$ cat src/rtl/ext_ram_sched_pkg.sv
// Shared slot encoding and rotation helper for the external SRAM cycle scheduler.
package ext_ram_sched_pkg;

  localparam int unsigned SLOT_W = 2;

  typedef enum logic [SLOT_W-1:0] {
    SLOT_W0 = 2'd0,
    SLOT_R0 = 2'd1,
    SLOT_W1 = 2'd2,
    SLOT_R1 = 2'd3
  } slot_e;

  function automatic slot_e slot_next(input slot_e s);
    return slot_e'(s + 2'd1);
  endfunction

endpackage

$ cat src/rtl/ext_ram_rr_pick.sv
// Rotating priority picker: first eligible slot searching owner+1 .. owner+3, owner.
module ext_ram_rr_pick
  import ext_ram_sched_pkg::*;
(
  input  logic [3:0] elig_i,
  input  slot_e      owner_i,
  output slot_e      pick_o,
  output logic       none_o
);

  always_comb begin
    slot_e cand;
    cand   = owner_i;
    pick_o = owner_i;
    none_o = 1'b1;
    for (int unsigned i = 0; i < 4; i++) begin
      cand = slot_next(cand);
      if (none_o && elig_i[cand]) begin
        pick_o = cand;
        none_o = 1'b0;
      end
    end
  end

endmodule

$ cat src/rtl/ext_ram_sched.sv
// Four-slot SRAM cycle scheduler for two buffered channels (ring pointers, occupancy, read tags).
// Optional per-channel starvation statistics on debug when EXT_RAM_SCHED_STATS_EN is defined.
module ext_ram_sched
  import ext_ram_sched_pkg::*;
#(
  parameter int unsigned RAM_DEPTH = 19,
  parameter int unsigned BURST     = 8,
  parameter int unsigned READ_LAT  = 4
) (
  input  logic                 clk,
  input  logic                 rst,
  input  logic [1:0]           wr_valid,
  input  logic [1:0]           rd_ready,
  output logic [1:0]           wr_ack,
  output logic [1:0]           rd_ack,
  output logic                 ram_cmd_valid,
  output logic                 ram_cmd_we,
  output logic [RAM_DEPTH-1:0] ram_cmd_addr,
  output logic                 ram_cmd_ch,
  output logic [1:0]           rd_data_valid,
  output logic [RAM_DEPTH-1:0] occupancy0,
  output logic [RAM_DEPTH-1:0] occupancy1,
  output logic [31:0]          debug
);

  localparam int unsigned PW = RAM_DEPTH - 1;
  localparam logic [RAM_DEPTH-1:0] FULL = {1'b1, {PW{1'b0}}};
  localparam logic [7:0] BURST_L = 8'(BURST);

  slot_e owner_q, owner_d, pick, gnt_slot;
  logic [7:0] burst_q, burst_d;
  logic       pick_none, gnt_valid, gnt_ch, gnt_we;
  logic [3:0] elig;

  logic [PW-1:0]        wptr_q [2];
  logic [PW-1:0]        wptr_d [2];
  logic [PW-1:0]        rptr_q [2];
  logic [PW-1:0]        rptr_d [2];
  logic [RAM_DEPTH-1:0] occ_q  [2];
  logic [RAM_DEPTH-1:0] occ_d  [2];

  logic                 cmd_valid_d, cmd_we_d, cmd_ch_d;
  logic [RAM_DEPTH-1:0] cmd_addr_d;
  logic [1:0]           tag_q [READ_LAT];

  always_comb begin
    elig          = '0;
    elig[SLOT_W0] = wr_valid[0] && (occ_q[0] < FULL);
    elig[SLOT_R0] = rd_ready[0] && (occ_q[0] != '0);
    elig[SLOT_W1] = wr_valid[1] && (occ_q[1] < FULL);
    elig[SLOT_R1] = rd_ready[1] && (occ_q[1] != '0);
  end

  ext_ram_rr_pick u_pick (
    .elig_i (elig),
    .owner_i(owner_q),
    .pick_o (pick),
    .none_o (pick_none)
  );

  always_ff @(posedge clk) begin
    if (!rst) begin
      owner_q <= SLOT_W0;
      burst_q <= '0;
    end else begin
      owner_q <= owner_d;
      burst_q <= burst_d;
    end
  end

  // An exhausted owner with no competitor is re-picked by the search and so reloads to 1.
  always_comb begin
    owner_d   = owner_q;
    burst_d   = burst_q;
    gnt_valid = 1'b0;
    gnt_slot  = owner_q;
    if (elig[owner_q] && (burst_q < BURST_L)) begin
      gnt_valid = 1'b1;
      burst_d   = burst_q + 8'd1;
    end else if (!pick_none) begin
      gnt_valid = 1'b1;
      gnt_slot  = pick;
      owner_d   = pick;
      burst_d   = 8'd1;
    end
  end

  always_comb begin
    wr_ack = '0;
    rd_ack = '0;
    gnt_ch = (gnt_slot == SLOT_W1) || (gnt_slot == SLOT_R1);
    gnt_we = (gnt_slot == SLOT_W0) || (gnt_slot == SLOT_W1);
    if (gnt_valid) begin
      if (gnt_we) wr_ack[gnt_ch] = 1'b1;
      else        rd_ack[gnt_ch] = 1'b1;
    end
  end

  always_comb begin
    wptr_d      = wptr_q;
    rptr_d      = rptr_q;
    occ_d       = occ_q;
    cmd_valid_d = gnt_valid;
    cmd_we_d    = 1'b0;
    cmd_ch_d    = 1'b0;
    cmd_addr_d  = '0;
    if (gnt_valid) begin
      cmd_we_d = gnt_we;
      cmd_ch_d = gnt_ch;
      if (gnt_we) begin
        cmd_addr_d            = {gnt_ch, wptr_q[gnt_ch]};
        wptr_d[gnt_ch]        = wptr_q[gnt_ch] + PW'(1);
        occ_d[gnt_ch]         = occ_q[gnt_ch] + RAM_DEPTH'(1);
      end else begin
        cmd_addr_d            = {gnt_ch, rptr_q[gnt_ch]};
        rptr_d[gnt_ch]        = rptr_q[gnt_ch] + PW'(1);
        occ_d[gnt_ch]         = occ_q[gnt_ch] - RAM_DEPTH'(1);
      end
    end
  end

  always_ff @(posedge clk) begin
    if (!rst) begin
      wptr_q        <= '{default: '0};
      rptr_q        <= '{default: '0};
      occ_q         <= '{default: '0};
      ram_cmd_valid <= 1'b0;
      ram_cmd_we    <= 1'b0;
      ram_cmd_ch    <= 1'b0;
      ram_cmd_addr  <= '0;
      for (int unsigned i = 0; i < READ_LAT; i++) tag_q[i] <= '0;
    end else begin
      wptr_q        <= wptr_d;
      rptr_q        <= rptr_d;
      occ_q         <= occ_d;
      ram_cmd_valid <= cmd_valid_d;
      ram_cmd_we    <= cmd_we_d;
      ram_cmd_ch    <= cmd_ch_d;
      ram_cmd_addr  <= cmd_addr_d;
      tag_q[0]      <= {ram_cmd_valid & ~ram_cmd_we, ram_cmd_ch};
      for (int unsigned i = 1; i < READ_LAT; i++) tag_q[i] <= tag_q[i-1];
    end
  end

  assign rd_data_valid = {tag_q[READ_LAT-1][1] &  tag_q[READ_LAT-1][0],
                          tag_q[READ_LAT-1][1] & ~tag_q[READ_LAT-1][0]};
  assign occupancy0    = occ_q[0];
  assign occupancy1    = occ_q[1];

`ifdef EXT_RAM_SCHED_STATS_EN
  logic [15:0] miss_q [2];
  logic [1:0]  miss_hit;

  always_comb begin
    miss_hit[0] = gnt_valid && ((elig[SLOT_W0] && (gnt_slot != SLOT_W0)) ||
                                (elig[SLOT_R0] && (gnt_slot != SLOT_R0)));
    miss_hit[1] = gnt_valid && ((elig[SLOT_W1] && (gnt_slot != SLOT_W1)) ||
                                (elig[SLOT_R1] && (gnt_slot != SLOT_R1)));
  end

  always_ff @(posedge clk) begin
    if (!rst) begin
      miss_q <= '{default: '0};
    end else begin
      for (int unsigned k = 0; k < 2; k++)
        if (miss_hit[k] && (miss_q[k] != '1)) miss_q[k] <= miss_q[k] + 16'd1;
    end
  end

  assign debug = {miss_q[1], miss_q[0]};
`else
  assign debug = '0;
`endif

endmodule

$ cat config.mk
export PLATFORM = sky130hd
export DESIGN_NAME = ext_ram_sched
export DESIGN_NICKNAME = d
export VERILOG_FILES = /design/src/rtl/ext_ram_sched_pkg.sv /design/src/rtl/ext_ram_rr_pick.sv /design/src/rtl/ext_ram_sched.sv
export SDC_FILE = /design/constraint.sdc
export NUM_CORES = 1
export LEC_CHECK = 0
export BUFFER_PORTS_ARGS = -buffer_cell sky130_fd_sc_hd__buf_2
export CAP_MARGIN = 10
export CORE_ASPECT_RATIO = 0.6
export CORE_MARGIN = 5
export CORE_UTILIZATION = 64
export DETAILED_ROUTE_END_ITERATION = 6
export PLACE_DENSITY = 0.86
export SLEW_MARGIN = 0
export SYNTH_ARGS = -nofsm -noshare
export SYNTH_HDL_FRONTEND = slang
export SYNTH_HIERARCHICAL = 1
export SYNTH_SLANG_ARGS = --single-unit
$ cat constraint.sdc
create_clock -name clk -period 13.1 [get_ports clk]
set_input_delay 0.655 -clock clk [delete_from_list [all_inputs] [get_ports clk]]
set_output_delay 0.655 -clock clk [all_outputs]
set_load 0.01 [all_outputs]
==> results.json <==
{
  "area_growth_pct": 9.76,
  "p_int_uw": 1250,
  "ys_seq_elements": 149,
  "min_path_type": "reg -> reg",
  "worstPathCellList": "nor4_1 > nand4b_1 > or2_4 > and2_1 > a21oi_1 > a31oi_1 > a21oi_1 > nor2b_1 > a21bo_2 > nand2_1 > a211oi_4 > buf_4 > a2111oi_4 > nand2_1 > inv_1 > buf_2",
  "io-pin-count": 104,
  "criticalPathCategory": "reg -> out",
  "finalSetupTns_ns": 0,
  "start_util": 0.647,
  "max_slew_margin": 0.203,
  "htreeDepth": 4,
  "worst_ep_arrival_time_ns": 6.03,
  "setup_violations": 0,
  "yosys_warnings": 6,
  "status": "finished, final reports clean",
  "io_buffers": 71,
  "cp_max_fo": 30,
  "postCtsSetupRepairBufs": 0,
  "skew_ns": 0.0105,
  "combPwrFrac": 0.555,
  "min_period_ns": 6.69,
  "synth-compound-area-share": 0.147,
  "peakVddDrop_v": 0.000239,
  "cts_tree": "built",
  "die_x_um": 161,
  "coreArea_mm2": 0.0135,
  "synth_cell_types": 79,
  "async_flop_share": 0,
  "post-route-util": 0.710,
  "crit_buf_inv": 3,
  "overflow": 0,
  "p_switching_uw": 1300,
  "antenna_cells": 0,
  "gr-usage-all-layers": 0.322,
  "die_h_um": 101,
  "numCtsBuffers": 17,
  "dominantRegCellSynth": "dfxtp_1",
  "synth_edf_count": 0,
  "drive_gt1_frac": 0.161,
  "final.fill_count": 1029,
  "drt_pre_antenna_iters": 7,
  "synthXorXnorAreaFrac": 0.0589,
  "cap_violations": 0,
  "end_kind": "primary output",
  "multi_input_area_mm2": 0.00529,
  "detailed_place_hpwl_um": 18000,
  "hold_viol_final": 0,
  "vias": 8473,
  "die_area_mm2": 0.0162,
  "ys_seq_area_frac": 0.340,
  "hold_buffers": 0,
  "final_nets": 1087,
  "clock_latency_ns": 0.43,
  "cts_sinks": 149,
  "rsz0062_at_grt": "no",
  "grt_pass1_wl_um": 41500,
  "fmax_ghz": 0.149,
  "startpoint_type": "register",
  "grt_pass1_vias": 7528,
  "slowest_delay_ns": 0.96,
  "cts_resized": 0,
  "drt_iter0_markers": 1397,
  "grt_max_degree": 93,
  "placementRows": 33,
  "seq_area_mm2": 0.00298,
  "synth_fa_ha_area_frac": 0.00714,
  "antenna_found_initial": 0,
  "seqPwrFrac": 0.241,
  "syn_inst": 1043,
  "final.period_utilization": 0.511,
  "critPathRequiredTime_ns": 12.44,
  "swShare": 0.510,
  "synth_top_family_by_area": "simple AND/OR/NAND/NOR gates",
  "worstMarginPinSlew_ns": 1.19,
  "cp_top_family": "simple AND/OR/NAND/NOR gates",
  "power_leakage_uw": 0.00370,
  "slew_viol_final": 0,
  "drcViolationCount": 0,
  "cts-root-buf": "clkbuf_16",
  "routedWlPerCell_um": 21.2,
  "synth.mux.area_fraction": 0.0751,
  "wl_um": 26800,
  "critPathSlowestCell": "a2111oi_4",
  "avgSynthCellArea_um2": 8.40,
  "ant_nets": 0,
  "viasPerCell": 6.70,
  "clk_pin_slew_ns": 0.07,
  "clockPowerShare": 0.204,
  "synth_area_mm2": 0.00877,
  "pwr_density_cell_mw_per_mm2": 264,
  "synth-simple-area-share": 0.300,
  "globalplace.congestion": 0.984,
  "cts_buffer_depth": 2
}
## final timing paths
| kind | startpoint | to | slack, ns | cells after the start |
|---|---|---|---|---|
| max reg2reg | occupancy0[14] | occupancy0[14] | 6.42 | 21 |
| min | ram_cmd_we | tag_q[0][1] | 0.42 | 1 |
| min reg2reg | ram_cmd_we | tag_q[0][1] | 0.42 | 1 |
| max | occupancy0[14] | wr_ack[1] | 6.41 | 16 |
## cells by family (layout without fill, tap and decap cells)
kind of cell / Yosys count / count (layout)
AOI/OAI and AO/OA: 182 / 182
xor gates and xnor gates: 59 / 59
adders and majority gates: 5 / 5
buffers and inverters: 118 / 133
DFF: 149 / 149
muxes: 45 / 45
other: 1 / 32
and+or+nand+nor: 484 / 484
## sequential cells by signal, indices dropped and copies added (netlist names), named ones only
signal	flops
wptr_q	36
tag_q	8
burst_q	8
rptr_q	36
owner_q	2
ram_cmd_we	1
ram_cmd_valid	1
ram_cmd_addr	19
occupancy0	18
occupancy1	18
## synthesized netlist by cell type (3+ instances only)
cell type	number	area, um2
nand2_1	103	387
buf_2	17	85.1
nor3_1	18	90.1
o21ai_0	32	160
o31ai_1	11	82.6
clkbuf_1	36	135
mux2i_1	23	230
nand3_1	41	205
or3_1	16	100
a311o_1	3	30.0
a21oi_1	43	215
dfxtp_1	149	2980
o2bb2ai_1	3	26.3
buf_4	38	285
o211ai_1	5	37.5
nand4_1	33	206
a211oi_1	6	45.0
and4_1	10	87.6
nor2_1	93	349
o2111ai_1	10	87.6
o21ai_1	5	25.0
inv_1	18	67.6
nor4_1	31	194
ha_1	5	62.6
mux2_2	6	67.6
mux4_2	16	360
xnor2_1	32	280
or4_1	10	75.1
a31oi_1	25	156
nand2b_1	23	144
buf_1	7	26.3
nor2b_1	9	56.3
a2111o_1	5	56.3
and2_1	39	244
and3_1	30	188
nand4b_1	5	43.8
xor2_1	27	236
o21ai_2	3	26.3
a31o_2	3	26.3
o22ai_1	3	18.8
nor3_2	4	40.0
## power groups by stage
stage	registers [uW]	logic, uW	clock network, uW
finish	613	1410	519
global route	620	1480	543
CTS	605	1340	521
detailed placement	615	1330	0
global placement	609	1310	0
floorplan	602	977	0
## through the flow
stage	total power, uW	cells	instance area, um2	hold slack, ns	worst slack (ns)
floorplan	1580	1074	8880	0.412	8.22
global placement	1920	1232	9000	0.404	6.97
detailed placement	1940	1232	9000	0.413	6.74
CTS	2470	1264	9620	0.422	6.63
global route	2640	1264	9620	0.433	5.94
finish	2540	1264	9620	0.417	6.41
## worst reg2reg max path, cell delays in order, from the launching register on
cell	delay, ns
dfxtp_1	0.39
nor4_1	0.55
nand4b_1	0.34
or2_4	0.34
and2_1	0.22
nor4_2	0.74
nor2b_1	0.27
a21bo_2	0.27
nand2_1	0.12
a211o_4	0.46
nand3_2	0.69
mux2i_1	0.24
inv_1	0.10
ha_1	0.19
inv_1	0.09
nor3_1	0.38
and3_1	0.30
nand3_1	0.09
nor4_1	0.15
o21ai_0	0.20
a2111o_1	0.43
o21ai_1	0.07
## final cells by class
type	count	share of cell area
clock buffers	17	0.0442
clock inverters	15	0.0199
inverters	18	0.00702
multi-input cells	807	0.550
flip-flops and latches	149	0.310
well taps	175	0.0228
repair buffers	83	0.0463
## routing by layer
layer	part of all wire	track usage	vias to the layer above
met1	0.40	0.466	3880
met4	0.027	0.0852	0
met3	0.17	0.137	97
met2	0.40	0.440	704
li1	-	-	3792
met5	0	0	-
## placed cells by master, fill, tap and decap left out, types with 18 or more instances in the layout
| cell type | n |
|---|---|
| dfxtp_1 | 149 |
| nand2_1 | 103 |
| nor2_1 | 93 |
| buf_2 | 71 |
| a21oi_1 | 43 |
| nand3_1 | 41 |
| and2_1 | 39 |
| nand4_1 | 33 |
| o21ai_0 | 32 |
| xnor2_1 | 32 |
| conb_1 | 32 |
| nor4_1 | 30 |
| and3_1 | 30 |
| xor2_1 | 27 |
| a31oi_1 | 25 |
| mux2i_1 | 23 |
| nand2b_1 | 23 |
| nor3_1 | 18 |
No activity file was read; power rests on OpenSTA's default activity.
